## config.mk

```make
export PLATFORM = sky130hd
export DESIGN_NAME = branch_release_ctrl_flat
export DESIGN_NICKNAME = d
export VERILOG_FILES = /design/src/rtl/branch_release_ctrl_if.sv /design/src/rtl/branch_release_ctrl.sv /design/src/flat_wrapper.sv
export SDC_FILE = /design/constraint.sdc
export NUM_CORES = 1
export LEC_CHECK = 0
export ABC_AREA = 0
export CAP_MARGIN = 20
export CORE_MARGIN = 2
export CORE_UTILIZATION = 40
export DETAILED_ROUTE_END_ITERATION = 10
export PLACE_DENSITY = 0.95
export SYNTH_ARGS = -nofsm -noshare
export SYNTH_HDL_FRONTEND = slang
export SYNTH_SLANG_ARGS = --single-unit
```

## constraint.sdc

```tcl
create_clock -name clk -period 2.6 [get_ports clk]
set_input_delay 0.78 -clock clk [delete_from_list [all_inputs] [get_ports clk]]
set_output_delay 0.78 -clock clk [all_outputs]
set_load 0.01 [all_outputs]
```

## src/rtl/branch_release_ctrl_if.sv

```systemverilog
// rtl/branch_release_ctrl_if.sv - ID/EX-side and PC/IF-side signal bundle for branch_release_ctrl
//
// Purpose: groups every signal exchanged between the branch release
// controller and the surrounding pipeline.
//   master : pipeline side; drives ID/EX inputs and reads the control outputs
//   slave  : branch_release_ctrl side
// Signals:
//   id_valid, id_op[5:0]                  instruction currently in ID
//   ex_resolved, ex_taken, ex_target[31:0] branch outcome reported by EX
//   stall_n, flush_f, pc_sel              PC / IF-ID write-enable and bubble controls
//   pc_redirect[31:0]                     latched branch target
//   busy, timeout_err                     status
//   stat_stall_cycles, stat_taken         statistics (STAT_W wide)
interface branch_release_ctrl_if #(
    parameter int STAT_W = 16
);
    logic              id_valid;
    logic [5:0]        id_op;
    logic              ex_resolved;
    logic              ex_taken;
    logic [31:0]       ex_target;
    logic              stall_n;
    logic              flush_f;
    logic              pc_sel;
    logic [31:0]       pc_redirect;
    logic              busy;
    logic              timeout_err;
    logic [STAT_W-1:0] stat_stall_cycles;
    logic [STAT_W-1:0] stat_taken;

    modport master (
        output id_valid, id_op, ex_resolved, ex_taken, ex_target,
        input  stall_n, flush_f, pc_sel, pc_redirect, busy, timeout_err,
        input  stat_stall_cycles, stat_taken
    );

    modport slave (
        input  id_valid, id_op, ex_resolved, ex_taken, ex_target,
        output stall_n, flush_f, pc_sel, pc_redirect, busy, timeout_err,
        output stat_stall_cycles, stat_taken
    );
endinterface

```

## src/rtl/branch_release_ctrl.sv

```systemverilog
// rtl/branch_release_ctrl.sv - control-hazard resolver holding fetch until EX resolves a branch
//
// Purpose: detects beq/bne/j in ID, freezes PC and IF/ID while bubbling,
// waits for EX to resolve, then redirects the PC (taken/jump) or releases
// the stall (not taken). A branch that never resolves is force-released
// after WAIT_LIMIT cycles and flags the sticky timeout_err.
// Parameters:
//   WAIT_LIMIT  WAIT cycles without ex_resolved before a forced release
//   CNT_W       wait counter width, 2**CNT_W > WAIT_LIMIT
//   STAT_W      statistics counter width (must match the interface)
// Ports:
//   clk         rising-edge clock
//   reset       synchronous, active-high reset
//   bus         branch_release_ctrl_if.slave, see the interface file
// Optional feature macro: BRANCH_RELEASE_STATS_EN
//   defined   : stat_stall_cycles / stat_taken are saturating counters
//   undefined : both stat outputs are tied to zero
module branch_release_ctrl #(
    parameter int WAIT_LIMIT = 4,
    parameter int CNT_W      = 3,
    parameter int STAT_W     = 16
) (
    input  logic                  clk,
    input  logic                  reset,
    branch_release_ctrl_if.slave  bus
);

    localparam logic [5:0]       OP_BEQ   = 6'b000100;
    localparam logic [5:0]       OP_BNE   = 6'b000101;
    localparam logic [5:0]       OP_J     = 6'b000010;
    localparam logic [CNT_W-1:0] LIMIT_M1 = CNT_W'(WAIT_LIMIT - 1);

    typedef enum logic [1:0] {
        ST_IDLE     = 2'd0,
        ST_WAIT     = 2'd1,
        ST_REDIRECT = 2'd2
    } state_t;

    state_t       state_q, state_d;
    logic [CNT_W-1:0] cnt_q, cnt_d;
    logic         stall_n_q, stall_n_d;
    logic         flush_f_q, flush_f_d;
    logic         pc_sel_q, pc_sel_d;
    logic [31:0]  pc_redirect_q, pc_redirect_d;
    logic         busy_q, busy_d;
    logic         timeout_err_q, timeout_err_d;
    logic         detect;

    assign detect = bus.id_valid &&
                    ((bus.id_op == OP_BEQ) || (bus.id_op == OP_BNE) || (bus.id_op == OP_J));

    // Outputs are computed for the next state and registered, so every
    // output reflects the state entered on the same edge.
    always_comb begin
        state_d       = state_q;
        cnt_d         = cnt_q;
        stall_n_d     = 1'b1;
        flush_f_d     = 1'b0;
        pc_sel_d      = 1'b0;
        pc_redirect_d = pc_redirect_q;
        timeout_err_d = timeout_err_q;

        case (state_q)
            ST_IDLE: begin
                if (detect) begin
                    state_d   = ST_WAIT;
                    cnt_d     = '0;
                    stall_n_d = 1'b0;
                    flush_f_d = 1'b1;
                end
            end

            ST_WAIT: begin
                // ID is frozen here, so id_op is not looked at.
                // A resolve on the limit cycle wins over the timeout.
                if (bus.ex_resolved && bus.ex_taken) begin
                    state_d       = ST_REDIRECT;
                    pc_redirect_d = bus.ex_target;
                    pc_sel_d      = 1'b1;
                    flush_f_d     = 1'b1;
                end else if (bus.ex_resolved) begin
                    state_d = ST_IDLE;
                end else if (cnt_q == LIMIT_M1) begin
                    state_d       = ST_IDLE;
                    timeout_err_d = 1'b1;
                end else begin
                    stall_n_d = 1'b0;
                    flush_f_d = 1'b1;
                    if (cnt_q != '1) begin
                        cnt_d = cnt_q + 1'b1;
                    end
                end
            end

            ST_REDIRECT: begin
                // The ID instruction is being flushed, so no detect here.
                state_d = ST_IDLE;
            end

            default: begin
                state_d = ST_IDLE;
            end
        endcase

        busy_d = (state_d != ST_IDLE);
    end

    always_ff @(posedge clk) begin
        if (reset) begin
            state_q       <= ST_IDLE;
            cnt_q         <= '0;
            stall_n_q     <= 1'b1;
            flush_f_q     <= 1'b0;
            pc_sel_q      <= 1'b0;
            pc_redirect_q <= '0;
            busy_q        <= 1'b0;
            timeout_err_q <= 1'b0;
        end else begin
            state_q       <= state_d;
            cnt_q         <= cnt_d;
            stall_n_q     <= stall_n_d;
            flush_f_q     <= flush_f_d;
            pc_sel_q      <= pc_sel_d;
            pc_redirect_q <= pc_redirect_d;
            busy_q        <= busy_d;
            timeout_err_q <= timeout_err_d;
        end
    end

    assign bus.stall_n     = stall_n_q;
    assign bus.flush_f     = flush_f_q;
    assign bus.pc_sel      = pc_sel_q;
    assign bus.pc_redirect = pc_redirect_q;
    assign bus.busy        = busy_q;
    assign bus.timeout_err = timeout_err_q;

`ifdef BRANCH_RELEASE_STATS_EN
    logic [STAT_W-1:0] stat_stall_q;
    logic [STAT_W-1:0] stat_taken_q;
    logic              enter_redirect;

    // REDIRECT lasts one cycle and is only reachable from WAIT, so a
    // next-state of REDIRECT is exactly one entry.
    assign enter_redirect = (state_d == ST_REDIRECT);

    always_ff @(posedge clk) begin
        if (reset) begin
            stat_stall_q <= '0;
            stat_taken_q <= '0;
        end else begin
            if (!stall_n_q && (stat_stall_q != '1)) begin
                stat_stall_q <= stat_stall_q + 1'b1;
            end
            if (enter_redirect && (stat_taken_q != '1)) begin
                stat_taken_q <= stat_taken_q + 1'b1;
            end
        end
    end

    assign bus.stat_stall_cycles = stat_stall_q;
    assign bus.stat_taken        = stat_taken_q;
`else
    assign bus.stat_stall_cycles = {STAT_W{1'b0}};
    assign bus.stat_taken        = {STAT_W{1'b0}};
`endif

endmodule

```

## src/flat_wrapper.sv

```systemverilog
// flat-port wrapper written by rule: the top's interface ports become plain ports
module branch_release_ctrl_flat 
#(
    parameter int WAIT_LIMIT = 4,
    parameter int CNT_W      = 3,
    parameter int STAT_W     = 16
)
  (clk, reset, bus_id_valid, bus_id_op, bus_ex_resolved, bus_ex_taken, bus_ex_target, bus_stall_n, bus_flush_f, bus_pc_sel, bus_pc_redirect, bus_busy, bus_timeout_err, bus_stat_stall_cycles, bus_stat_taken);
  branch_release_ctrl_if #(.STAT_W(STAT_W)) bus_i ();
  input  logic clk;
  input  logic reset;
  input wire logic [$bits(bus_i.id_valid)-1:0] bus_id_valid;
  input wire logic [$bits(bus_i.id_op)-1:0] bus_id_op;
  input wire logic [$bits(bus_i.ex_resolved)-1:0] bus_ex_resolved;
  input wire logic [$bits(bus_i.ex_taken)-1:0] bus_ex_taken;
  input wire logic [$bits(bus_i.ex_target)-1:0] bus_ex_target;
  output wire logic [$bits(bus_i.stall_n)-1:0] bus_stall_n;
  output wire logic [$bits(bus_i.flush_f)-1:0] bus_flush_f;
  output wire logic [$bits(bus_i.pc_sel)-1:0] bus_pc_sel;
  output wire logic [$bits(bus_i.pc_redirect)-1:0] bus_pc_redirect;
  output wire logic [$bits(bus_i.busy)-1:0] bus_busy;
  output wire logic [$bits(bus_i.timeout_err)-1:0] bus_timeout_err;
  output wire logic [$bits(bus_i.stat_stall_cycles)-1:0] bus_stat_stall_cycles;
  output wire logic [$bits(bus_i.stat_taken)-1:0] bus_stat_taken;
  assign bus_i.id_valid = bus_id_valid;
  assign bus_i.id_op = bus_id_op;
  assign bus_i.ex_resolved = bus_ex_resolved;
  assign bus_i.ex_taken = bus_ex_taken;
  assign bus_i.ex_target = bus_ex_target;
  assign bus_stall_n = bus_i.stall_n;
  assign bus_flush_f = bus_i.flush_f;
  assign bus_pc_sel = bus_i.pc_sel;
  assign bus_pc_redirect = bus_i.pc_redirect;
  assign bus_busy = bus_i.busy;
  assign bus_timeout_err = bus_i.timeout_err;
  assign bus_stat_stall_cycles = bus_i.stat_stall_cycles;
  assign bus_stat_taken = bus_i.stat_taken;
  branch_release_ctrl #(.WAIT_LIMIT(WAIT_LIMIT), .CNT_W(CNT_W), .STAT_W(STAT_W)) u_core (.clk(clk), .reset(reset), .bus(bus_i));
endmodule
```

# After elaboration in Yosys (flattened, before gate mapping)
# Cells that the tools add are included.
[classes] add_sub_neg=1 n_eq_ne=11 muxes=22 bitwise=3 n_reduce_logical=11
[op_table] operator="2-to-1 mux 3 bit" n=5
[op_table] operator="equality test 6 x 3 -> 1 bit, second input constant" n=2
[op_table] operator="2-to-1 mux 1 bit" n=9
[op_table] operator="2-to-1 mux 2 bit" n=4
[op_table] operator="equality test 6 x 2 -> 1 bit, second input constant" n=1
[op_table] operator="inequality test 2 bit, second input constant" n=3
[op_table] operator="one-hot mux 3 bit (2 select lines)" n=1
[op_table] operator="AND reduction 6 bit" n=1
[op_table] operator="inequality test 2 x 1 -> 1 bit, second input constant" n=2
[op_table] operator="one-hot mux 1 bit (2 select lines)" n=2
[op_table] operator="one-hot mux 2 bit (2 select lines)" n=1
[op_table] operator="AND reduction 4 bit" n=1
[op_table] operator="nonzero test 2 bit" n=2
[op_table] operator="adder 3 x 1 -> 3 bit, second input constant" n=1
[op_table] operator="equality test 3 x 2 -> 1 bit, second input constant" n=1
[op_table] operator="inequality test 3 bit, second input constant" n=1
[op_table] operator="inverter 1 bit" n=3
[op_table] operator="equality test 2 x 1 -> 1 bit, second input constant" n=1
[op_table] operator="logical AND 1 bit" n=2
[op_table] operator="zero test 2 bit" n=1
[op_table] operator="logical OR 1 bit" n=2
[op_table] operator="AND reduction 2 bit" n=1
[op_table] operator="OR reduction 2 bit" n=1
[totals] regBits=42 in_bits=43 out_inout_bits=69 wordCells=56

# Logic depth before layout (Yosys ltp)
[logic_depth] depth_word=7 depth_mapped=6 depth_no_buf=6

# Worst setup path after synthesis
# Ideal clock, no wire load.
[synth_timing] path_kind="input -> register" start="input bus_id_op[0]" end="register u_core.cnt_q[0]" setup_time_ps=121 arrival_time_ps=1718 required_ps=2479 setup_slack_ps=761 path_stages=4 path_buffers=0 path_cell_list="nor3b_1 > o2111ai_2 > o21a_2 > mux2_4"
[synth_between] elab_chain_len=6 word_cells_on_any_way=8 cone_classes="4 x eq/ne; 4 x reduce/logical"
[synth_rtl] item="from (decl)" line_no="flat_wrapper.sv:13" text="input wire logic [$bits(bus_i.id_op)-1:0] bus_id_op;"
[synth_rtl] item="equality test 6 x 3 -> 1 bit" line_no="branch_release_ctrl.sv:50" text="((bus.id_op == OP_BEQ) || (bus.id_op == OP_BNE) || (bus.id_op == OP_J));"
[synth_rtl] item="logical OR 1 bit" line_no="branch_release_ctrl.sv:50"
[synth_rtl] item="logical OR 1 bit *" line_no="branch_release_ctrl.sv:50"
[synth_rtl] item="logical AND 1 bit *" line_no="branch_release_ctrl.sv:49" text="assign detect = bus.id_valid &&"
[synth_rtl] item="inequality test 2 x 1 -> 1 bit (no source line) *"
[synth_rtl] item="AND reduction 6 bit (no source line) *"
[synth_rtl] item="to (signal assigned)" line_no="branch_release_ctrl.sv:120" text="cnt_q <= cnt_d;"
[synth_rtl] item="to (decl)" line_no="branch_release_ctrl.sv:40" text="logic [CNT_W-1:0] cnt_q, cnt_d;"
# Every way passes the cells marked *; elsewhere a longest branch is shown, timed or not.
# A chain may end at the register's enable or synchronous reset.

# Worst setup path after layout
[layout_timing] start="input bus_id_op[1]" end="register u_core.cnt_q[0]"
# The elaborated chain is that of the path after synthesis.

==> impl_metrics.ini <==
[status]
outcome = finished clean

[logic_synthesis]
synthArstFlopShare = 0
syn-instance-count = 221
synth-main-ff-cell = sky130_fd_sc_hd__dfxtp_1
synth-seq-cells = 42
number_of_flops_mapped_to_enable_cells_by_yosys = 0
yosys_warnings = 0
avgSynthCellArea_sq_um = 8.209
synthDistinctLibCells = 25
synth_sequential_area_ratio = 0.4634
synth_area_sq_mm = 0.001814

[timing]
final.setup_skew_ns = 0.003918
timing_worst_slew_pin_value_ns = 0.6304
rsz_0062_raised_after_global_routing = false
number_of_failing_hold_endpoints_at_the_final_stage = 0
relSlewSlack = 0.5797
finalWorstPathRequiredPeriod_ns = 2.099
final.setup.worst_slack_ns = 0.5006
totalNegativeSetupSlack_ns = 0
maxClockFrequency_mhz = 476.3
timing.final.setup_violations = 0
timing_max_transition_violations_final = 0
min_period_over_period = 0.8075

[die]
num_io_pins = 112
start_util = 0.4167
core_box_area_sq_mm = 0.004354
rows = 24
fp.dieW_um = 71.35
floorplan.die.height_um = 71.35
fp.dieArea_sq_mm = 0.005090

[clock_network]
tritoncts_sink_count = 42
master_cell_of_the_clock_root_buffer = sky130_fd_sc_hd__clkbuf_8
cts_max_level = 2
clk_pin_slew_worst_paths_ns = 0.08
insertion_delay_of_the_later_clocked_pin_in_the_worst_skew_pair_ns = 0.29
cts_setup_buffers = 0
cts.path.max_buffers = 2
tritoncts = built
cts_repair_resized_insts = 0
cts_bufs_inserted = 5
postCtsHoldBufs = 0

[job]
max_capacitance_violation_count = 0

[cells_and_area]
filler_instances = 395
final_cell_mix = sky130_fd_sc_hd__clkdlybuf4s50_1, sky130_fd_sc_hd__nand2_1, sky130_fd_sc_hd__dfxtp_1
instances_no_fill = 350
fin_util = 0.6080
nNetsFinal = 343
layout-area-overhead-vs-synth_pct = 45.93
antennaDiodeCount = 0
mostFrequentLayoutCell = sky130_fd_sc_hd__clkdlybuf4s50_1
layout-drive-gt1-share = 0.06711

[detailed_routing]
avgViaCountPerCell = 4.580
first_iter_violations = 77
drtAntennaViolNets = 0
drc_errors = 0
drt-pass1-iter-count = 4
num_vias = 1603
drt_wl_total_mm = 4.203
detail_route.wl_per_cell_um = 12.01

[critical_path]
slowest_stage = sky130_fd_sc_hd__clkdlybuf4s50_1
worstPathRequired_ns = 2.78
startpoint_class = input pin
crit_chain = clkdlybuf4s50_1 -> nor3b_1 -> o2111ai_2 -> o21a_2 -> mux2_4
worst-setup-path-type = input pin to flip-flop
critical_path.max_stage_delay_ns = 0.47
path_delay_family = compound AO/OA/AOI/OAI gates
worstPathBufferInverterCount = 1
setup.worst_path.end_class = flip-flop
crit_path_max_fanout = 4
arrival_ns = 2.28

[place]
placement.io_buffers = 79
numPlacedInstances = 342
gp_congestion = 0.7384
place.detailed.hpwl_mm = 3.187
place_ws_ns = 0.2013

[pwr]
static-leakage-power_nw = 0.9968
design_power_mw = 1.368
power.ir.vdd_worst_uv = 321.2
power.density_cell_area_mw_per_mm2 = 516.6

[global_routing]
grt_remaining_overflow = 0
antenna_found_initial = 0
grt_pass1_vias = 1562
grt_pass1_wl_mm = 6.630
global_route.usage.total = 0.1639
grt_start_max_net_pins = 35

[hold_path]
worst_hold_path_type = flip-flop to flip-flop
-- final timing paths --
path	to	cells after the start	start	slack [ns]
max	u_core.cnt_q[0]$_SDFFE_PP0P_	5	bus_id_op[1]	0.50
max reg2reg	u_core.cnt_q[0]$_SDFFE_PP0P_	5	u_core.cnt_q[0]$_SDFFE_PP0P_	0.73
min	u_core.bus.pc_redirect[16]$_SDFFE_PP0P_	2	u_core.bus.pc_redirect[16]$_SDFFE_PP0P_	0.46
min reg2reg	u_core.bus.pc_redirect[16]$_SDFFE_PP0P_	2	u_core.bus.pc_redirect[16]$_SDFFE_PP0P_	0.46
-- tightest hold or removal path: stages (launching register included) --
cell and delay, ns:
sky130_fd_sc_hd__dfxtp_1 0.31, sky130_fd_sc_hd__nand2_1 0.05, sky130_fd_sc_hd__a21oi_1 0.05
-- kinds of logic (layout without fill, tap and decap cells) --
kind of cell	count (synthesis)	in the layout	synth area share
compound gates	38	38	0.1172
other cells	1	32	0.002067
buf+inv	47	93	0.1724
flops	42	42	0.4635
simple gates	87	87	0.2021
mux	3	3	0.02207
fa+ha+maj	3	3	0.02069
-- layout make-up --
class	count	area (sq um)	share of cell area
clock inverters	3	68.82	0.02599
multi-input cells	163	779.5	0.2944
repair buffers	82	813.3	0.3072
flip-flops and latches	42	840.8	0.3176
clock buffers	5	68.82	0.02599
inverters	3	11.26	0.004253
well taps	52	65.06	0.02457
-- synth_stat cells (2+ instances only) --
master / instances / area [sq um]
sky130_fd_sc_hd__nand2_1: 68 / 255.2
sky130_fd_sc_hd__dfxtp_1: 42 / 840.8
sky130_fd_sc_hd__a21oi_1: 32 / 160.2
sky130_fd_sc_hd__buf_4: 32 / 240.2
sky130_fd_sc_hd__nor2_1: 8 / 30.03
sky130_fd_sc_hd__clkbuf_1: 6 / 22.52
sky130_fd_sc_hd__buf_2: 5 / 25.02
sky130_fd_sc_hd__ha_1: 3 / 37.54
sky130_fd_sc_hd__inv_1: 3 / 11.26
sky130_fd_sc_hd__nor3_1: 3 / 15.01
sky130_fd_sc_hd__a211oi_1: 2 / 15.01
sky130_fd_sc_hd__and2b_2: 2 / 17.52
sky130_fd_sc_hd__mux2_4: 2 / 30.03
sky130_fd_sc_hd__nor3b_1: 2 / 15.01
-- layer usage --
layer | GRT usage | routed length, um
met3 | 0.04782 | 359
met4 | 0.08595 | 80
met2 | 0.2942 | 2179
met5 | 0 | 0
met1 | 0.1720 | 1584
-- power by group --
group          leakage, nW  internal (mW)  switching, mW
sequential           0.338          0.644        0.00110
clock               0.0683          0.385          0.224
combinational        0.590         0.0648         0.0486
-- registers in the layout (all words and copies together) (netlist names) --
name and count:
u_core.bus.timeout_err 1, u_core.bus.flush_f 1, u_core.state_q 2, u_core.bus.stall_n 1, u_core.bus.pc_sel 1, u_core.cnt_q 3
u_core.bus.busy 1, u_core.bus.pc_redirect 32
-- metrics by stage --
step	hold WS (ns)	instance area, sq um
final	0.4571	2648
after global routing	0.4774	2648
after CTS	0.4570	2648
after detailed placement	0.4474	2510
after global placement	0.4407	2510
after floorplan	0.4550	1931
No activity file was read; power rests on OpenSTA's default activity.
